File: config.mk
export PLATFORM = sky130hd
export DESIGN_NAME = offset_commit_arbiter_flat
export DESIGN_NICKNAME = d
export VERILOG_FILES = /design/src/rtl/offset_commit_arbiter_if.sv /design/src/rtl/offset_commit_arbiter.sv /design/src/flat_wrapper.sv
export SDC_FILE = /design/constraint.sdc
export NUM_CORES = 1
export LEC_CHECK = 0
export CAP_MARGIN = 20
export CORE_MARGIN = 2
export CORE_UTILIZATION = 51
export CTS_BUF_LIST = sky130_fd_sc_hd__clkbuf_16
export DETAILED_ROUTE_END_ITERATION = 7
export MAX_ROUTING_LAYER = met4
export PLACE_DENSITY = 0.85
export RECOVER_POWER = 100
export SETUP_SLACK_MARGIN = 0.4
export SLEW_MARGIN = 0
export SYNTH_ARGS = -nofsm -noshare
export SYNTH_HDL_FRONTEND = slang
export SYNTH_SLANG_ARGS = --single-unit
File: constraint.sdc
create_clock -name PixelClk2 -period 4.98 [get_ports PixelClk2]
set_clock_uncertainty 0.2 [all_clocks]
set_input_delay 1.494 -clock PixelClk2 [delete_from_list [all_inputs] [get_ports PixelClk2]]
set_output_delay 1.494 -clock PixelClk2 [all_outputs]
set_load 0.01 [all_outputs]
File: src/rtl/offset_commit_arbiter_if.sv
// Requester/offset-register bundle for offset_commit_arbiter.
// The master side is the pair of requesters; the slave side is the arbiter.
interface offset_commit_arbiter_if;
  logic       ReqA;
  logic [5:0] XA;
  logic [9:0] YA;
  logic       AckA;
  logic       ReqB;
  logic [5:0] XB;
  logic [9:0] YB;
  logic       AckB;
  logic [5:0] XOffsetData;
  logic [9:0] YOffsetData;
  logic       OffsetWrite;
  logic       Busy;

  modport master (
    output ReqA, XA, YA, ReqB, XB, YB,
    input  AckA, AckB, XOffsetData, YOffsetData, OffsetWrite, Busy
  );

  modport slave (
    input  ReqA, XA, YA, ReqB, XB, YB,
    output AckA, AckB, XOffsetData, YOffsetData, OffsetWrite, Busy
  );
endinterface

File: src/rtl/offset_commit_arbiter.sv
// Grants one of two offset requesters and commits its X/Y after a full VSync high phase.
// Define OFFSET_ARB_RR_EN for round-robin ties; otherwise A has fixed priority.
module offset_commit_arbiter #(
  parameter int SETTLE_CYC = 1,
  parameter int WRITE_LEN  = 1
) (
  input logic PixelClk2,
  input logic Reset,
  input logic VSync,
  offset_commit_arbiter_if.slave bus
);

  typedef enum logic [2:0] {
    IDLE,
    ARMED,
    VS_HI,
    SETTLE,
    WRITE,
    DONE,
    HOLDOFF
  } state_t;

  localparam logic [3:0] SETTLE_LAST = (SETTLE_CYC > 0) ? 4'(SETTLE_CYC - 1) : 4'd0;
  localparam logic [3:0] WRITE_LAST  = 4'(WRITE_LEN);

  state_t     state;
  logic [3:0] cnt;
  logic [5:0] shadow_x;
  logic [9:0] shadow_y;
  logic       granted_b;
  logic [5:0] x_data;
  logic [9:0] y_data;
  logic       write;
  logic       ack_a;
  logic       ack_b;
  logic       busy;
  logic       pick_b;

`ifdef OFFSET_ARB_RR_EN
  logic favour_b;
  assign pick_b = bus.ReqB & (~bus.ReqA | favour_b);
`else
  assign pick_b = ~bus.ReqA;
`endif

  // WRITE spends its first cycle raising the strobe, so the strobe appears one
  // cycle after the state is entered and stays up for WRITE_LEN cycles.
  always_ff @(negedge PixelClk2) begin
    if (Reset) begin
      state     <= IDLE;
      cnt       <= '0;
      shadow_x  <= '0;
      shadow_y  <= '0;
      granted_b <= 1'b0;
      x_data    <= '0;
      y_data    <= '0;
      write     <= 1'b0;
      ack_a     <= 1'b0;
      ack_b     <= 1'b0;
      busy      <= 1'b0;
`ifdef OFFSET_ARB_RR_EN
      favour_b  <= 1'b0;
`endif
    end else begin
      case (state)
        IDLE: begin
          if (bus.ReqA || bus.ReqB) begin
            granted_b <= pick_b;
            shadow_x  <= pick_b ? bus.XB : bus.XA;
            shadow_y  <= pick_b ? bus.YB : bus.YA;
            busy      <= 1'b1;
            state     <= ARMED;
`ifdef OFFSET_ARB_RR_EN
            favour_b  <= ~pick_b;
`endif
          end
        end
        ARMED: begin
          if (VSync) state <= VS_HI;
        end
        VS_HI: begin
          if (!VSync) begin
            cnt   <= '0;
            state <= (SETTLE_CYC == 0) ? WRITE : SETTLE;
          end
        end
        SETTLE: begin
          if (cnt == SETTLE_LAST) begin
            cnt   <= '0;
            state <= WRITE;
          end else begin
            cnt <= cnt + 4'd1;
          end
        end
        WRITE: begin
          if (cnt == 4'd0) begin
            x_data <= shadow_x;
            y_data <= shadow_y;
            write  <= 1'b1;
            cnt    <= 4'd1;
          end else if (cnt == WRITE_LAST) begin
            write <= 1'b0;
            ack_a <= ~granted_b;
            ack_b <= granted_b;
            state <= DONE;
          end else begin
            cnt <= cnt + 4'd1;
          end
        end
        DONE: begin
          ack_a <= 1'b0;
          ack_b <= 1'b0;
          state <= HOLDOFF;
        end
        HOLDOFF: begin
          busy  <= 1'b0;
          state <= IDLE;
        end
        default: state <= IDLE;
      endcase
    end
  end

  assign bus.XOffsetData = x_data;
  assign bus.YOffsetData = y_data;
  assign bus.OffsetWrite = write;
  assign bus.AckA        = ack_a;
  assign bus.AckB        = ack_b;
  assign bus.Busy        = busy;

endmodule

File: src/flat_wrapper.sv
// flat-port wrapper written by rule: the top's interface ports become plain ports
module offset_commit_arbiter_flat 
#(
  parameter int SETTLE_CYC = 1,
  parameter int WRITE_LEN  = 1
)
  (PixelClk2, Reset, VSync, bus_ReqA, bus_XA, bus_YA, bus_ReqB, bus_XB, bus_YB, bus_AckA, bus_AckB, bus_XOffsetData, bus_YOffsetData, bus_OffsetWrite, bus_Busy);
  offset_commit_arbiter_if bus_i ();
  input logic PixelClk2;
  input logic Reset;
  input logic VSync;
  input wire logic [$bits(bus_i.ReqA)-1:0] bus_ReqA;
  input wire logic [$bits(bus_i.XA)-1:0] bus_XA;
  input wire logic [$bits(bus_i.YA)-1:0] bus_YA;
  input wire logic [$bits(bus_i.ReqB)-1:0] bus_ReqB;
  input wire logic [$bits(bus_i.XB)-1:0] bus_XB;
  input wire logic [$bits(bus_i.YB)-1:0] bus_YB;
  output wire logic [$bits(bus_i.AckA)-1:0] bus_AckA;
  output wire logic [$bits(bus_i.AckB)-1:0] bus_AckB;
  output wire logic [$bits(bus_i.XOffsetData)-1:0] bus_XOffsetData;
  output wire logic [$bits(bus_i.YOffsetData)-1:0] bus_YOffsetData;
  output wire logic [$bits(bus_i.OffsetWrite)-1:0] bus_OffsetWrite;
  output wire logic [$bits(bus_i.Busy)-1:0] bus_Busy;
  assign bus_i.ReqA = bus_ReqA;
  assign bus_i.XA = bus_XA;
  assign bus_i.YA = bus_YA;
  assign bus_i.ReqB = bus_ReqB;
  assign bus_i.XB = bus_XB;
  assign bus_i.YB = bus_YB;
  assign bus_AckA = bus_i.AckA;
  assign bus_AckB = bus_i.AckB;
  assign bus_XOffsetData = bus_i.XOffsetData;
  assign bus_YOffsetData = bus_i.YOffsetData;
  assign bus_OffsetWrite = bus_i.OffsetWrite;
  assign bus_Busy = bus_i.Busy;
  offset_commit_arbiter #(.SETTLE_CYC(SETTLE_CYC), .WRITE_LEN(WRITE_LEN)) u_core (.PixelClk2(PixelClk2), .Reset(Reset), .VSync(VSync), .bus(bus_i));
endmodule
==> impl_metrics.csv, run 1 <==
group,metric,value,unit
floorplan,die-height,66.87,um
clock_tree,ctsLongestPathBuffers,2,
clock_tree,number_of_h_tree_levels,2,
logic_synthesis,post_synth_instance_area,2016,um^2
clock_tree,clockRootBuffer,"clkbuf_16",
floorplan,placement_rows,22,
logic_synthesis,yosysUniqueCellTypes,40,
logic_synthesis,postSynthCellCount,226,
logic_synthesis,synth-seq-cells,44,
placement,detailedPlacementHpwl,3.238,mm
status,error_message,"[ERROR DPL-0033] detailed placement checks failed during check placement.",
floorplan,initial_core_util,53.84,%
logic_synthesis,syn_area_per_cell,8.919,um^2
clock_tree,clock-sinks,44,
logic_synthesis,synth.area.top_cells,"dfxtp_1, mux2i_1, a211oi_1",
global_routing,maximum_number_of_pins_on_one_net_before_global_route_repair,37,
logic_synthesis,synth_top_cell_by_area,"dfxtp_1",
clock_tree,cts-buffers-inserted,5,
logic_synthesis,synth_seq_area_share,43.70,%
global_routing,antenna_found_initial,0,
floorplan,die-width,66.87,um
timing,globalroute.repair_timing.worst_endpoint,"bus_XOffsetData[3]",
floorplan,ios,57,
logic_synthesis,yosysWarningCount,0,
placement,global_placer_s_final_weighted_congestion,0.7865,
placement,placement.io_buffers,56,
timing,endpoint_type,"output port",
logic_synthesis,synth_top_area_share,43.70,%
status,result_of_the_run,"aborted with a tool error",
logic_synthesis,synth_fp_nets,266,
status,stop_stage,"5_1_grt",
## synth_stat cells
library cell   n
buf_4          5
nor4b_4        1
and3b_2        1
a2bb2oi_1      2
inv_2          1
nor2_1        25
a21oi_1       23
nor3b_2        1
a22o_1         1
a21oi_2        1
nor3_1         3
o21bai_1       1
clkbuf_1       5
o22ai_4        1
dfxtp_1       44
buf_2          6
nor3b_4        1
o21ai_1        1
and3b_1        1
or3b_4         1
o221ai_1       1
nor3b_1        2
buf_6          1
o21ai_0        4
mux2_2         1
a32o_1         1
nor2b_1        2
ha_1           3
o211a_1        1
nor4b_1        1
or2_1          1
nand2b_1       1
nand2_1       35
or2_2          1
mux2i_1       19
and2b_2        1
inv_1          3
nand3_1        3
a211oi_1      18
and2_1         2
## per-stage QoR
stage                     utilization [%]  setup TNS [ns]  instances  cell area (um^2)  setup WS [ns]
after floorplan                         -               0        226              2195        0.02894
after global placement              73.40          -10.85        327              2748        -0.4919
after detailed placement            73.40          -11.51        327              2748        -0.5407
after CTS                           93.62        -0.07482        389              3505       -0.02182
## what timing repair did
action | in CTS
buffers inserted | 8
gates cloned | 3
hold buffers | 0
setup endpoints to repair | 44
resized for setup | 224
pin swaps | 22
## kinds of logic after synthesis
group	after synthesis	synth area share, %
adders and majority gates	3	1.862
and+or+nand+nor	83	20.67
AOI/OAI and AO/OA	55	18.19
buffers and inverters	21	5.587
muxes	20	9.994
DFF	44	43.70
==> run 2: changes to the inputs <==
CORE_UTILIZATION = 40   (was 51)
CTS_BUF_LIST = unset   (was sky130_fd_sc_hd__clkbuf_16)
MAX_ROUTING_LAYER = unset   (was met4)
PLACE_DENSITY = unset   (was 0.85)
PLACE_DENSITY_LB_ADDON = 0.15   (was unset)
SETUP_SLACK_MARGIN = unset   (was 0.4)
==> run 2 against run 1 <==
  * Synthesized cell count did not move
  * Area after synthesis did not move
  * The flow now finishes without violations
==> impl_metrics.csv, run 2 <==
group,metric,value,unit
logic_synthesis,postSynthCellCount,226,
finish,syn2layout_area_growth,47.36,%
power,power.density_cell_area,300.9,nW/um^2
timing,timing_worst_slew_pin_value,0.7906,ns
global_routing,antenna_found_initial,1,
worst_setup_path,worst-path-max-fanout,2,
global_routing,maximum_number_of_pins_on_one_net_before_global_route_repair,43,
logic_synthesis,yosysWarningCount,0,
logic_synthesis,yosysUniqueCellTypes,40,
power,power_leakage,1.335,nW
worst_setup_path,startpoint_type,"register",
floorplan,die-width,74.99,um
timing,timing.final.hold_violations,0,
worst_setup_path,worstSetupEndpointType,"output port",
floorplan,die-height,74.99,um
global_routing,number_of_global_route_vias_before_repair,1914,
clock_tree,cts_hold_buf,0,
clock_tree,clock_latency,0.35,ns
logic_synthesis,syn_area_per_cell,8.919,um^2
logic_synthesis,synth_top_cell_by_area,"dfxtp_1",
job,drv.max_cap_violation_count,0,
drt,antenna_left,0,
timing,setup_violations,0,
logic_synthesis,synth.top_cells.by_count,"dfxtp_1, nand2_1, nor2_1",
finish,final_layout_size_suffix_gt1_share,22.12,%
clock_tree,cts_tree,"yes",
timing,slew_headroom,47.29,%
finish,most_common_cell_after_layout_fill_and_taps_aside,"inv_1",
clock_tree,clockRootBuffer,"clkbuf_8",
logic_synthesis,synth_enable_flop_cells,0,
worst_setup_path,timing.critical_path.buf_inv,1,
power,totalPowerFinal,893.6,uW
logic_synthesis,post_synth_instance_area,2016,um^2
drt,routedWlPerCell,11.84,um
floorplan,initial_core_util,42.12,%
logic_synthesis,synth_top_area_share,43.70,%
drt,routed_vias_inst,4.796,
worst_setup_path,cp_arrival,3.28,ns
clock_tree,cts-buffers-inserted,5,
placement,detailedPlacementHpwl,3.044,mm
floorplan,ios,57,
finish,final_design_area_no_fill,2970,um^2
status,result_of_the_run,"completed",
worst_hold_path,hp-class,"register to register",
floorplan,core,4786,um^2
worst_setup_path,largest_delay_contributor_family_on_the_critical_path,"flip-flops",
finish,final_cell_mix,"inv_1, nand2_1, clkdlybuf4s50_1",
timing,finalHoldWorstSlack,0.2413,ns
worst_setup_path,critical_path_required,3.29,ns
finish,nets,369,
placement,dpl.cell_count,342,
placement,global_placer_s_final_weighted_congestion,0.7554,
timing,setup_repair_after_global_routing_missed_its_margin,"true",
worst_setup_path,critical-path-slowest-cell,"dfxtp_2",
placement,dpl_cell_area,2668,um^2
floorplan,placement_rows,25,
logic_synthesis,synth.area.top_cells,"dfxtp_1, mux2i_1, a211oi_1",
clock_tree,ctsLongestPathBuffers,2,
clock_tree,path_clk_slew,0.04,ns
logic_synthesis,synth_fp_nets,266,
drt,route.vias.total,1909,
worst_setup_path,path_cells,"buf_6",
worst_setup_path,cp_slowest_stage_delay,0.32,ns
worst_setup_path,worst-setup-path-type,"register to output port",
logic_synthesis,synth_flop_cell,"dfxtp_1",
logic_synthesis,synth-seq-cells,44,
finish,fin_cells,398,
global_routing,globalRouteTotalUtil,18.35,%
global_routing,grt_first_pass_wirelength,7.852,mm
logic_synthesis,synth_seq_area_share,43.70,%
drt,detail_route.iter0.violations,41,
clock_tree,number_of_h_tree_levels,2,
drt,detail_route.first_pass.iterations,4,
timing,timing_max_transition_violations_final,0,
power,power.ir.vdd_worst,0.1602,mV
drt,detail_route.drc_violations,0,
placement,placement.io_buffers,56,
floorplan,design.die.area,5623,um^2
logic_synthesis,synth_async_sr_flop_share,0,%
clock_tree,clock-sinks,44,
logic_synthesis,synthMostInstantiatedCell,"dfxtp_1",
global_routing,grt_remaining_overflow,0,
drt,routed_wirelength,4.711,mm
## run 2: cell counts after synthesis
Identical to the previous run, type by type.
## run 2: cell families after synthesis
family / synth area share, %
muxes: 9.994
and+or+nand+nor: 20.67
AOI/OAI and AO/OA: 18.19
buffers and inverters: 5.587
adders and majority gates: 1.862
DFF: 43.70
## run 2: routing by layer
layer | global-route usage [%] | vias to the layer above | part of all wire [%]
li1 | - | 993 | -
met1 | 20.32 | 861 | 45
met2 | 29.43 | 50 | 49
met3 | 8.300 | 5 | 5.7
met4 | 9.921 | 0 | 0.93
met5 | 0 | - | 0
## run 2: final timing paths
path                                               start                                     end  slack, ns  cells after the start
setup / recovery  u_core.bus.XOffsetData[5]$_SDFFE_NP0P_                      bus_XOffsetData[5]      0.007                      1
hold / removal           u_core.shadow_y[2]$_SDFFE_NP0P_  u_core.bus.YOffsetData[2]$_SDFFE_NP0P_       0.24                      2
setup reg to reg              u_core.cnt[0]$_SDFFE_NP0P_              u_core.cnt[0]$_SDFFE_NP0P_       2.77                      6
hold reg to reg          u_core.shadow_y[2]$_SDFFE_NP0P_  u_core.bus.YOffsetData[2]$_SDFFE_NP0P_       0.24                      2
## run 2: final cells by class
class	instances	area, um^2
diodes	1	2.502
clock buffers	5	68.82
clock inverters	47	177.7
fillers	444	1815
inverters	3	11.26
multi-input cells	161	1025
flip-flops and latches	44	905.9
well taps	67	83.83
repair buffers	70	695.7
## run 2: worst reg2reg max path, cell delays in order, from the launching register on
cell and delay, ns:
dfxtp_1 0.35, inv_1 0.08, ha_1 0.21, nor3b_4 0.35
nand2_1 0.50, o211a_1 0.30, nor3_1 0.15
## run 2: power breakdown
part           switching [mW]  leakage (nW)  internal [mW]
clock                   0.200         0.281          0.140
sequential             0.0222         0.369          0.384
combinational          0.0676         0.684         0.0798
total                   0.290          1.33          0.604
## run 2: what timing repair did
item	CTS	global route
endpoints found under the setup margin	38	20
resized for setup	123	2
endpoints found under the hold margin	0	0
pin swaps	1	0
setup buffers	1	3
## run 2: metrics by stage
| step | utilization, % | TNS [ns] | setup WS [ns] |
|---|---|---|---|
| final | 62.07 | 0 | 0.006644 |
| after global routing | 62.07 | -0.2963 | -0.03096 |
| after CTS | 61.86 | -0.01371 | -0.01262 |
| after detailed placement | 55.74 | -11.75 | -0.5467 |
| after global placement | 55.74 | -11.33 | -0.5093 |
| after floorplan | - | 0 | 0.004684 |
Note: power is estimated with default switching activity, not from simulation.
